**src/rtl/noc_pkg.sv**
```systemverilog
// +----------------------------------------------------------------------+
// | noc_pkg: shared types and helpers for the NoC router node.           |
// | Revision: 1.0                                                        |
// +----------------------------------------------------------------------+
`default_nettype none

package noc_pkg;

    localparam int FLIT_WIDTH = 16;
    localparam int MAX_PORTS  = 8;
    localparam int PORT_IDX_W = 3;
    localparam int DROP_CNT_W = 16;

    typedef logic [FLIT_WIDTH-1:0] flit_t;

    typedef struct packed {
        logic                  any;
        logic [PORT_IDX_W-1:0] idx;
    } rr_pick_t;

    // Generic field extraction so the router can override flit geometry.
    function automatic logic [7:0] dest_of(input logic [63:0] flit,
                                           input int unsigned lsb,
                                           input int unsigned width);
        logic [63:0] shifted;
        logic [63:0] mask;
        shifted = flit >> lsb;
        mask    = (64'd1 << width) - 64'd1;
        return 8'(shifted & mask);
    endfunction

    // First requester at or after ptr, scanning modulo n.
    function automatic rr_pick_t rr_pick(input logic [MAX_PORTS-1:0]  req,
                                         input logic [PORT_IDX_W-1:0] ptr,
                                         input int unsigned           n);
        rr_pick_t    res;
        int unsigned cand;
        res = '0;
        for (int unsigned k = 0; k < MAX_PORTS; k++) begin
            cand = (32'(ptr) + k) % n;
            if (k < n && !res.any && req[cand[PORT_IDX_W-1:0]]) begin
                res.any = 1'b1;
                res.idx = cand[PORT_IDX_W-1:0];
            end
        end
        return res;
    endfunction

endpackage

`default_nettype wire

```
**src/rtl/noc_router_node_if.sv**
```systemverilog
// +----------------------------------------------------------------------+
// | noc_router_node_if: flit ingress/egress bundle for the router node.  |
// | Revision: 1.0                                                        |
// +----------------------------------------------------------------------+
`default_nettype none

interface noc_router_node_if #(
    parameter int NUM_PORTS  = 5,
    parameter int DATA_WIDTH = 16
);
    logic [NUM_PORTS-1:0]            in_valid;
    logic [NUM_PORTS*DATA_WIDTH-1:0] in_data;
    logic [NUM_PORTS-1:0]            in_full;
    logic [NUM_PORTS-1:0]            out_valid;
    logic [NUM_PORTS*DATA_WIDTH-1:0] out_data;
    logic [NUM_PORTS-1:0]            out_full;

    modport slave (
        input  in_valid, in_data, out_full,
        output in_full, out_valid, out_data
    );

    modport master (
        output in_valid, in_data, out_full,
        input  in_full, out_valid, out_data
    );
endinterface

`default_nettype wire

```
**src/rtl/router_fifo.sv**
```systemverilog
// +----------------------------------------------------------------------+
// | router_fifo: per-input flit FIFO with combinational head output.     |
// | Revision: 1.0                                                        |
// +----------------------------------------------------------------------+
`default_nettype none

module router_fifo #(
    parameter int WIDTH = 16,
    parameter int DEPTH = 4
) (
    input  wire logic             clk,
    input  wire logic             rst,
    input  wire logic             push,
    input  wire logic             pop,
    input  wire logic [WIDTH-1:0] din,
    output logic      [WIDTH-1:0] dout,
    output logic                  full,
    output logic                  empty,
    output logic                  overflow
);
    localparam int AW = $clog2(DEPTH);
    localparam int CW = AW + 1;

    logic [WIDTH-1:0] mem_q [DEPTH];
    logic [AW-1:0]    wr_ptr_q, wr_ptr_d;
    logic [AW-1:0]    rd_ptr_q, rd_ptr_d;
    logic [CW-1:0]    count_q,  count_d;
    logic             w_do_push, w_do_pop;

    assign full     = (count_q == CW'(DEPTH));
    assign empty    = (count_q == '0);
    assign dout     = mem_q[rd_ptr_q];
    // Fullness is judged before any same-cycle pop frees a slot.
    assign w_do_push = push && !full;
    assign w_do_pop  = pop && !empty;
    assign overflow  = push && full;

    always_comb begin
        wr_ptr_d = wr_ptr_q;
        rd_ptr_d = rd_ptr_q;
        count_d  = count_q;
        if (w_do_push) wr_ptr_d = wr_ptr_q + AW'(1);
        if (w_do_pop)  rd_ptr_d = rd_ptr_q + AW'(1);
        case ({w_do_push, w_do_pop})
            2'b10:   count_d = count_q + CW'(1);
            2'b01:   count_d = count_q - CW'(1);
            default: count_d = count_q;
        endcase
    end

    always_ff @(posedge clk or negedge rst) begin
        if (!rst) begin
            wr_ptr_q <= '0;
            rd_ptr_q <= '0;
            count_q  <= '0;
        end else begin
            wr_ptr_q <= wr_ptr_d;
            rd_ptr_q <= rd_ptr_d;
            count_q  <= count_d;
        end
    end

    always_ff @(posedge clk) begin
        if (w_do_push) mem_q[wr_ptr_q] <= din;
    end
endmodule

`default_nettype wire

```
**src/rtl/noc_router_node.sv**
```systemverilog
// +----------------------------------------------------------------------+
// | noc_router_node: N-port single-flit router, per-output RR arbiters.  |
// | Revision: 1.0                                                        |
// +----------------------------------------------------------------------+
`default_nettype none

module noc_router_node
    import noc_pkg::*;
#(
    parameter int NUM_PORTS  = 5,
    parameter int DATA_WIDTH = 16,
    parameter int FIFO_DEPTH = 4,
    parameter int DEST_LSB   = 12,
    parameter int DEST_WIDTH = 3
) (
    input  wire logic                  clk,
    input  wire logic                  rst,
    noc_router_node_if.slave           bus,
    output logic [DROP_CNT_W-1:0]      drop_count,
    output logic                       overflow_err
);
    logic [DATA_WIDTH-1:0]           w_head [NUM_PORTS];
    logic [NUM_PORTS-1:0]            w_empty, w_full, w_ovf, w_pop, w_drop;
    logic [MAX_PORTS-1:0]            w_req [NUM_PORTS];
    logic [NUM_PORTS-1:0]            w_out_valid;
    logic [NUM_PORTS*DATA_WIDTH-1:0] w_out_data;
    logic [PORT_IDX_W-1:0]           rr_q [NUM_PORTS];
    logic [PORT_IDX_W-1:0]           rr_d [NUM_PORTS];
    logic [DROP_CNT_W-1:0]           drop_count_q, drop_count_d;
    logic                            overflow_err_q, overflow_err_d;

    for (genvar gi = 0; gi < NUM_PORTS; gi++) begin : g_fifo
        router_fifo #(
            .WIDTH (DATA_WIDTH),
            .DEPTH (FIFO_DEPTH)
        ) u_fifo (
            .clk      (clk),
            .rst      (rst),
            .push     (bus.in_valid[gi]),
            .pop      (w_pop[gi]),
            .din      (bus.in_data[gi*DATA_WIDTH +: DATA_WIDTH]),
            .dout     (w_head[gi]),
            .full     (w_full[gi]),
            .empty    (w_empty[gi]),
            .overflow (w_ovf[gi])
        );
    end

    assign bus.in_full   = w_full;
    assign bus.out_valid = w_out_valid;
    assign bus.out_data  = w_out_data;
    assign drop_count    = drop_count_q;
    assign overflow_err  = overflow_err_q;

    // Heads with a bad or U-turn destination are dropped; the rest request.
    always_comb begin
        logic [7:0] dest;
        dest   = '0;
        w_drop = '0;
        for (int j = 0; j < NUM_PORTS; j++) w_req[j] = '0;
        for (int i = 0; i < NUM_PORTS; i++) begin
            dest = dest_of(64'(w_head[i]), DEST_LSB, DEST_WIDTH);
            if (!w_empty[i]) begin
                if (32'(dest) >= NUM_PORTS || 32'(dest) == i) begin
                    w_drop[i] = 1'b1;
                end else begin
                    for (int j = 0; j < NUM_PORTS; j++) begin
                        if (32'(dest) == j) w_req[j][i] = 1'b1;
                    end
                end
            end
        end
    end

    always_comb begin
        rr_pick_t pick;
        pick        = '0;
        w_pop       = w_drop;
        w_out_valid = '0;
        w_out_data  = '0;
        for (int j = 0; j < NUM_PORTS; j++) begin
            rr_d[j] = rr_q[j];
            if (!bus.out_full[j]) begin
                pick = rr_pick(w_req[j], rr_q[j], NUM_PORTS);
                if (pick.any) begin
                    w_out_valid[j]                         = 1'b1;
                    w_out_data[j*DATA_WIDTH +: DATA_WIDTH] = w_head[pick.idx];
                    w_pop[pick.idx]                        = 1'b1;
                    rr_d[j] = (32'(pick.idx) == NUM_PORTS - 1) ? '0
                                                               : pick.idx + PORT_IDX_W'(1);
                end
            end
        end
    end

    // Several inputs may drop in one cycle; accumulate wide, then clamp.
    always_comb begin
        logic [DROP_CNT_W:0] sum;
        sum = {1'b0, drop_count_q};
        for (int i = 0; i < NUM_PORTS; i++) begin
            if (w_drop[i]) sum = sum + (DROP_CNT_W+1)'(1);
        end
        drop_count_d   = sum[DROP_CNT_W] ? '1 : sum[DROP_CNT_W-1:0];
        overflow_err_d = overflow_err_q | (|w_ovf);
    end

    always_ff @(posedge clk or negedge rst) begin
        if (!rst) begin
            for (int j = 0; j < NUM_PORTS; j++) rr_q[j] <= '0;
            drop_count_q   <= '0;
            overflow_err_q <= 1'b0;
        end else begin
            for (int j = 0; j < NUM_PORTS; j++) rr_q[j] <= rr_d[j];
            drop_count_q   <= drop_count_d;
            overflow_err_q <= overflow_err_d;
        end
    end
endmodule

`default_nettype wire
```
**src/flat_wrapper.sv**
```systemverilog
// flat-port wrapper written by rule: the top's interface ports become plain ports
module noc_router_node_flat import noc_pkg::*;
#(
    parameter int NUM_PORTS  = 5,
    parameter int DATA_WIDTH = 16,
    parameter int FIFO_DEPTH = 4,
    parameter int DEST_LSB   = 12,
    parameter int DEST_WIDTH = 3
)
  (clk, rst, drop_count, overflow_err, bus_in_valid, bus_in_data, bus_out_full, bus_in_full, bus_out_valid, bus_out_data);
  noc_router_node_if #(.NUM_PORTS(NUM_PORTS), .DATA_WIDTH(DATA_WIDTH)) bus_i ();
  input  wire logic clk;
  input  wire logic rst;
  output logic [DROP_CNT_W-1:0] drop_count;
  output logic overflow_err;
  input wire logic [$bits(bus_i.in_valid)-1:0] bus_in_valid;
  input wire logic [$bits(bus_i.in_data)-1:0] bus_in_data;
  input wire logic [$bits(bus_i.out_full)-1:0] bus_out_full;
  output wire logic [$bits(bus_i.in_full)-1:0] bus_in_full;
  output wire logic [$bits(bus_i.out_valid)-1:0] bus_out_valid;
  output wire logic [$bits(bus_i.out_data)-1:0] bus_out_data;
  assign bus_i.in_valid = bus_in_valid;
  assign bus_i.in_data = bus_in_data;
  assign bus_i.out_full = bus_out_full;
  assign bus_in_full = bus_i.in_full;
  assign bus_out_valid = bus_i.out_valid;
  assign bus_out_data = bus_i.out_data;
  noc_router_node #(.NUM_PORTS(NUM_PORTS), .DATA_WIDTH(DATA_WIDTH), .FIFO_DEPTH(FIFO_DEPTH), .DEST_LSB(DEST_LSB), .DEST_WIDTH(DEST_WIDTH)) u_core (.clk(clk), .rst(rst), .bus(bus_i), .drop_count(drop_count), .overflow_err(overflow_err));
endmodule
```
**config.mk**
```make
export PLATFORM = sky130hd
export DESIGN_NAME = noc_router_node_flat
export DESIGN_NICKNAME = d
export VERILOG_FILES = /design/src/rtl/noc_pkg.sv /design/src/rtl/noc_router_node_if.sv /design/src/rtl/router_fifo.sv /design/src/rtl/noc_router_node.sv /design/src/flat_wrapper.sv
export SDC_FILE = /design/constraint.sdc
export NUM_CORES = 1
export LEC_CHECK = 0
export BUFFER_PORTS_ARGS = -buffer_cell sky130_fd_sc_hd__buf_2
export CAP_MARGIN = 5
export CORE_UTILIZATION = 40
export CTS_BUF_LIST = sky130_fd_sc_hd__clkbuf_4 sky130_fd_sc_hd__clkbuf_8 sky130_fd_sc_hd__clkbuf_16
export CTS_CLUSTER_DIAMETER = 150
export DETAILED_ROUTE_END_ITERATION = 8
export HOLD_SLACK_MARGIN = 0.12
export PLACE_DENSITY = 0.59
export SETUP_SLACK_MARGIN = 0.3
export SLEW_MARGIN = 20
export SYNTH_ARGS = -nofsm -noshare
export SYNTH_HDL_FRONTEND = slang
export SYNTH_SLANG_ARGS = --single-unit
```
**constraint.sdc**
```tcl
create_clock -name clk -period 9.9 [get_ports clk]
set_input_delay 1.98 -clock clk [delete_from_list [all_inputs] [get_ports clk]]
set_output_delay 1.98 -clock clk [all_outputs]
set_load 0.02 [all_outputs]
```
==> flow_summary.ini <==
[worst_setup_path]
setup.worst_path.start_class = flip-flop
path_cells = inv_1, ha_1, inv_1, nand2_1, ha_1, nor2b_1, o21ai_0, and2_1, o211a_1, o21ai_0, a21boi_0, o21ai_0, or4b_2, nor3_1, a221o_1, buf_4, and2_1, nand2_1, a21oi_1, buf_2
critPathBufInv = 4
crit_path_end_kind = output port
critPathSlowestCell = dfrtp_1
cp_slowest_stage_delay_ns = 0.77
critPathKind = flip-flop to output port
cp_max_fo = 30
cp.arrival_ns = 7.05
path_delay_family = simple AND/OR/NAND/NOR gates
crit_top_cell = o21ai_0
worstPathRequired_ns = 7.92

[run_status]
violations = design-rule violations
status = finished, violations left

[min_path]
hp-class = flip-flop to flip-flop

[yosys]
synth_area_um2 = 26800
yosys_warnings = 0
ys_ff_latch = 387
yosysUniqueCellTypes = 118
syn_area_per_cell_um2 = 10.8
ys_seq_area_share_pct = 42.0
syn_inst = 2485
async_reset_ff_share_pct = 17.3
synth_edf_count = 320
synth_ff_type = edfxtp_1

[grt]
grt.met3_usage_pct = 3.95
use_met2_pct = 38.5
grt.total_usage_pct = 22.8
grt_pass1_vias = 20000
globalRouteOverflowTotal = 0
grt_use_met1_pct = 29.7
grt_busiest_layer = met2
grt_pass1_wl_um = 120000
grt_max_degree = 56
antenna_found_initial = 9

[cts]
cts_buffers = 44
cts_sinks = 387
postCtsSetupRepairBufs = 0
clk_pin_slew_ns = 0.07
postCtsHoldBufs = 0
clock_latency_ns = 0.60
cts_tree = done
cts_buffer_depth = 3
clock-root-buffer = clkbuf_16
htree_levels = 2

[detailed_routing]
firstDrtPassIters = 9
drt_iter0_markers = 1548
vias_per_cell = 5.90
num_vias = 20700
drtAntennaViolNets = 0
drc = 5
wl_um = 78600
wire_per_inst_um = 22.4

[die]
dieArea_um2 = 68200
rows = 94
pin_count = 199
core_um2 = 66100
die_h_um = 261
initial_utilization_pct = 40.6
fp.dieW_um = 261

[job]
drv_cap = 0

[cells_and_area]
drive_above_1_share_pct = 17.6
syn_to_final_growth_pct = 11.7
mostFrequentLayoutCell = edfxtp_1
final_cell_mix = edfxtp_1, nand2_1, buf_2
finalNetCount = 2840
final_core_util_pct = 45.4
fillers = 6094
finalNonFillerCells = 3505
n_antenna_cell = 0

[timing]
fmaxAchievable_mhz = 111
worstMarginPinSlew_ns = 1.05
maxSlewViolCount = 0
fin_skew_ns = 0.0267
setup_viol = 0
fin_setup_tns_ns = 0
period_needed_ns = 9.03
slew_headroom_pct = 29.6
rsz0062_at_grt = no
hold_viol_final = 0
fin_crit_sh_pct = 91.3

[placement]
port-buffer-count = 188
dp_hpwl_um = 59900
gp_congestion = 0.931
numPlacedInstances = 3427
==> stage by stage <==
| stage | setup WS [ns] | hold slack [ns] | instance area (µm²) |
|---|---|---|---|
| floorplan | 2.10 | 0.470 | 26900 |
| global placement | 1.37 | 0.496 | 28500 |
| detailed placement | 1.06 | 0.498 | 28500 |
| CTS | 0.443 | 0.506 | 30000 |
| global route | 0.342 | 0.530 | 30000 |
| finish | 0.865 | 0.508 | 30000 |
==> state kept, by name, summed over array words and instances, names as in the netlist <==
| signal | count |
|---|---|
| u_core.g_fifo.u_fifo.rd_ptr_q | 10 |
| u_core.g_fifo.u_fifo.wr_ptr_q | 10 |
| u_core.drop_count | 16 |
| u_core.g_fifo.u_fifo.mem_q | 320 |
| u_core.rr_q | 15 |
| u_core.overflow_err | 1 |
| u_core.g_fifo.u_fifo.count_q | 15 |
==> timing repair <==
| action | 4_1_cts | 5_1_grt |
|---|---|---|
| resized for setup | 0 | 5 |
| endpoints found under the hold margin | 0 | 0 |
| setup endpoints to repair | 0 | 26 |
==> Yosys cell counts, types with 7 or more instances <==
cell type / count / area (µm²)
xnor2_1: 99 / 867
nand4_1: 10 / 62.6
or3_1: 23 / 144
nor3b_1: 10 / 75.1
mux2_2: 14 / 158
a221o_1: 9 / 90.1
mux2i_1: 135 / 1350
nand3_1: 47 / 235
a31oi_1: 27 / 169
o21ai_0: 107 / 536
a221oi_1: 20 / 175
nor3_1: 50 / 250
a211oi_1: 56 / 420
a21o_1: 30 / 225
o22a_1: 15 / 131
buf_4: 17 / 128
and3_1: 43 / 269
nor2_1: 148 / 556
nor4_1: 7 / 43.8
dfrtp_1: 67 / 1680
buf_2: 14 / 70.1
mux4_2: 82 / 1850
a22oi_1: 23 / 173
nand2b_1: 26 / 163
nand4b_1: 7 / 61.3
nor2b_1: 33 / 206
o211ai_1: 34 / 255
o22ai_1: 11 / 68.8
nand2_1: 192 / 721
xor2_1: 31 / 272
ha_1: 133 / 1660
edfxtp_1: 320 / 9610
o21a_1: 13 / 97.6
nand2_2: 10 / 62.6
buf_1: 11 / 41.3
a21oi_1: 121 / 606
o31ai_1: 14 / 105
clkbuf_1: 100 / 375
inv_1: 120 / 450
and2_1: 53 / 332
==> layer usage <==
metal | share of wire, % | vias up
li1 | - | 9631
met1 | 42 | 10200
met2 | 48 | 677
met3 | 5.9 | 143
met4 | 3.3 | 16
met5 | 0.13 | -
==> worst reg2reg max path: stages, from the launching register on <==
cell and delay [ns]:
dfrtp_1 0.37, inv_1 0.26, ha_1 0.32, inv_1 0.10, ha_1 0.35, inv_1 0.09
ha_1 0.20, nor3_1 0.32, nor2_1 0.10, xnor2_1 0.31, ha_1 0.22, nor2b_1 0.04
o32ai_1 0.69, xnor2_1 0.20, mux2i_1 0.15, and2_1 0.16, o21ai_0 0.49, a41o_1 0.74
inv_1 0.31, and2_1 0.26, a221oi_1 0.45, o311ai_1 0.37, ha_1 0.32, inv_1 0.07
fa_1 0.39, o21ai_0 0.17
==> final timing paths <==
kind | from | end | slack [ns] | depth (start not counted)
max | u_core.rr_q[12] | bus_out_data[1] | 0.87 | 20
min | u_core.g_fifo[3].u_fifo.count_q[2] | u_core.g_fifo[3].u_fifo.count_q[2] | 0.51 | 1
max reg2reg | u_core.rr_q[0] | u_core.g_fifo[1].u_fifo.count_q[1] | 2.36 | 25
min reg2reg | u_core.g_fifo[3].u_fifo.count_q[2] | u_core.g_fifo[3].u_fifo.count_q[2] | 0.51 | 1
max in group asynchronous | rst | u_core.rr_q[6] | 7.43 | 2
min in group asynchronous | rst | u_core.drop_count[14] | 1.24 | 1
==> cells by family (layout without fill, tap and decap cells) <==
logic type | after synthesis | count (layout) | share of synthesized area, %
and+or+nand+nor | 718 | 718 | 13.9
muxes | 232 | 232 | 12.5
AOI/OAI and AO/OA | 595 | 595 | 15.6
other | 1 | 10 | 0.0140
buffers and inverters | 271 | 418 | 4.20
xor gates and xnor gates | 139 | 139 | 4.88
DFF | 387 | 387 | 42.0
adders and majority gates | 142 | 142 | 6.76
==> cell type report <==
cell class              count  area, µm²  share of cell area (%)
well taps                 864       1080                    3.60
flip-flops and latches    387      11300                    37.6
repair buffers            215       1150                    3.82
multi-input cells        1836      14500                    48.4
clock inverters            23        295                   0.984
clock buffers              55       1200                    4.01
inverters                 125        469                    1.56
Power is not shown: default switching activity piles up to over one toggle a cycle in this logic, so the estimate is an artifact.
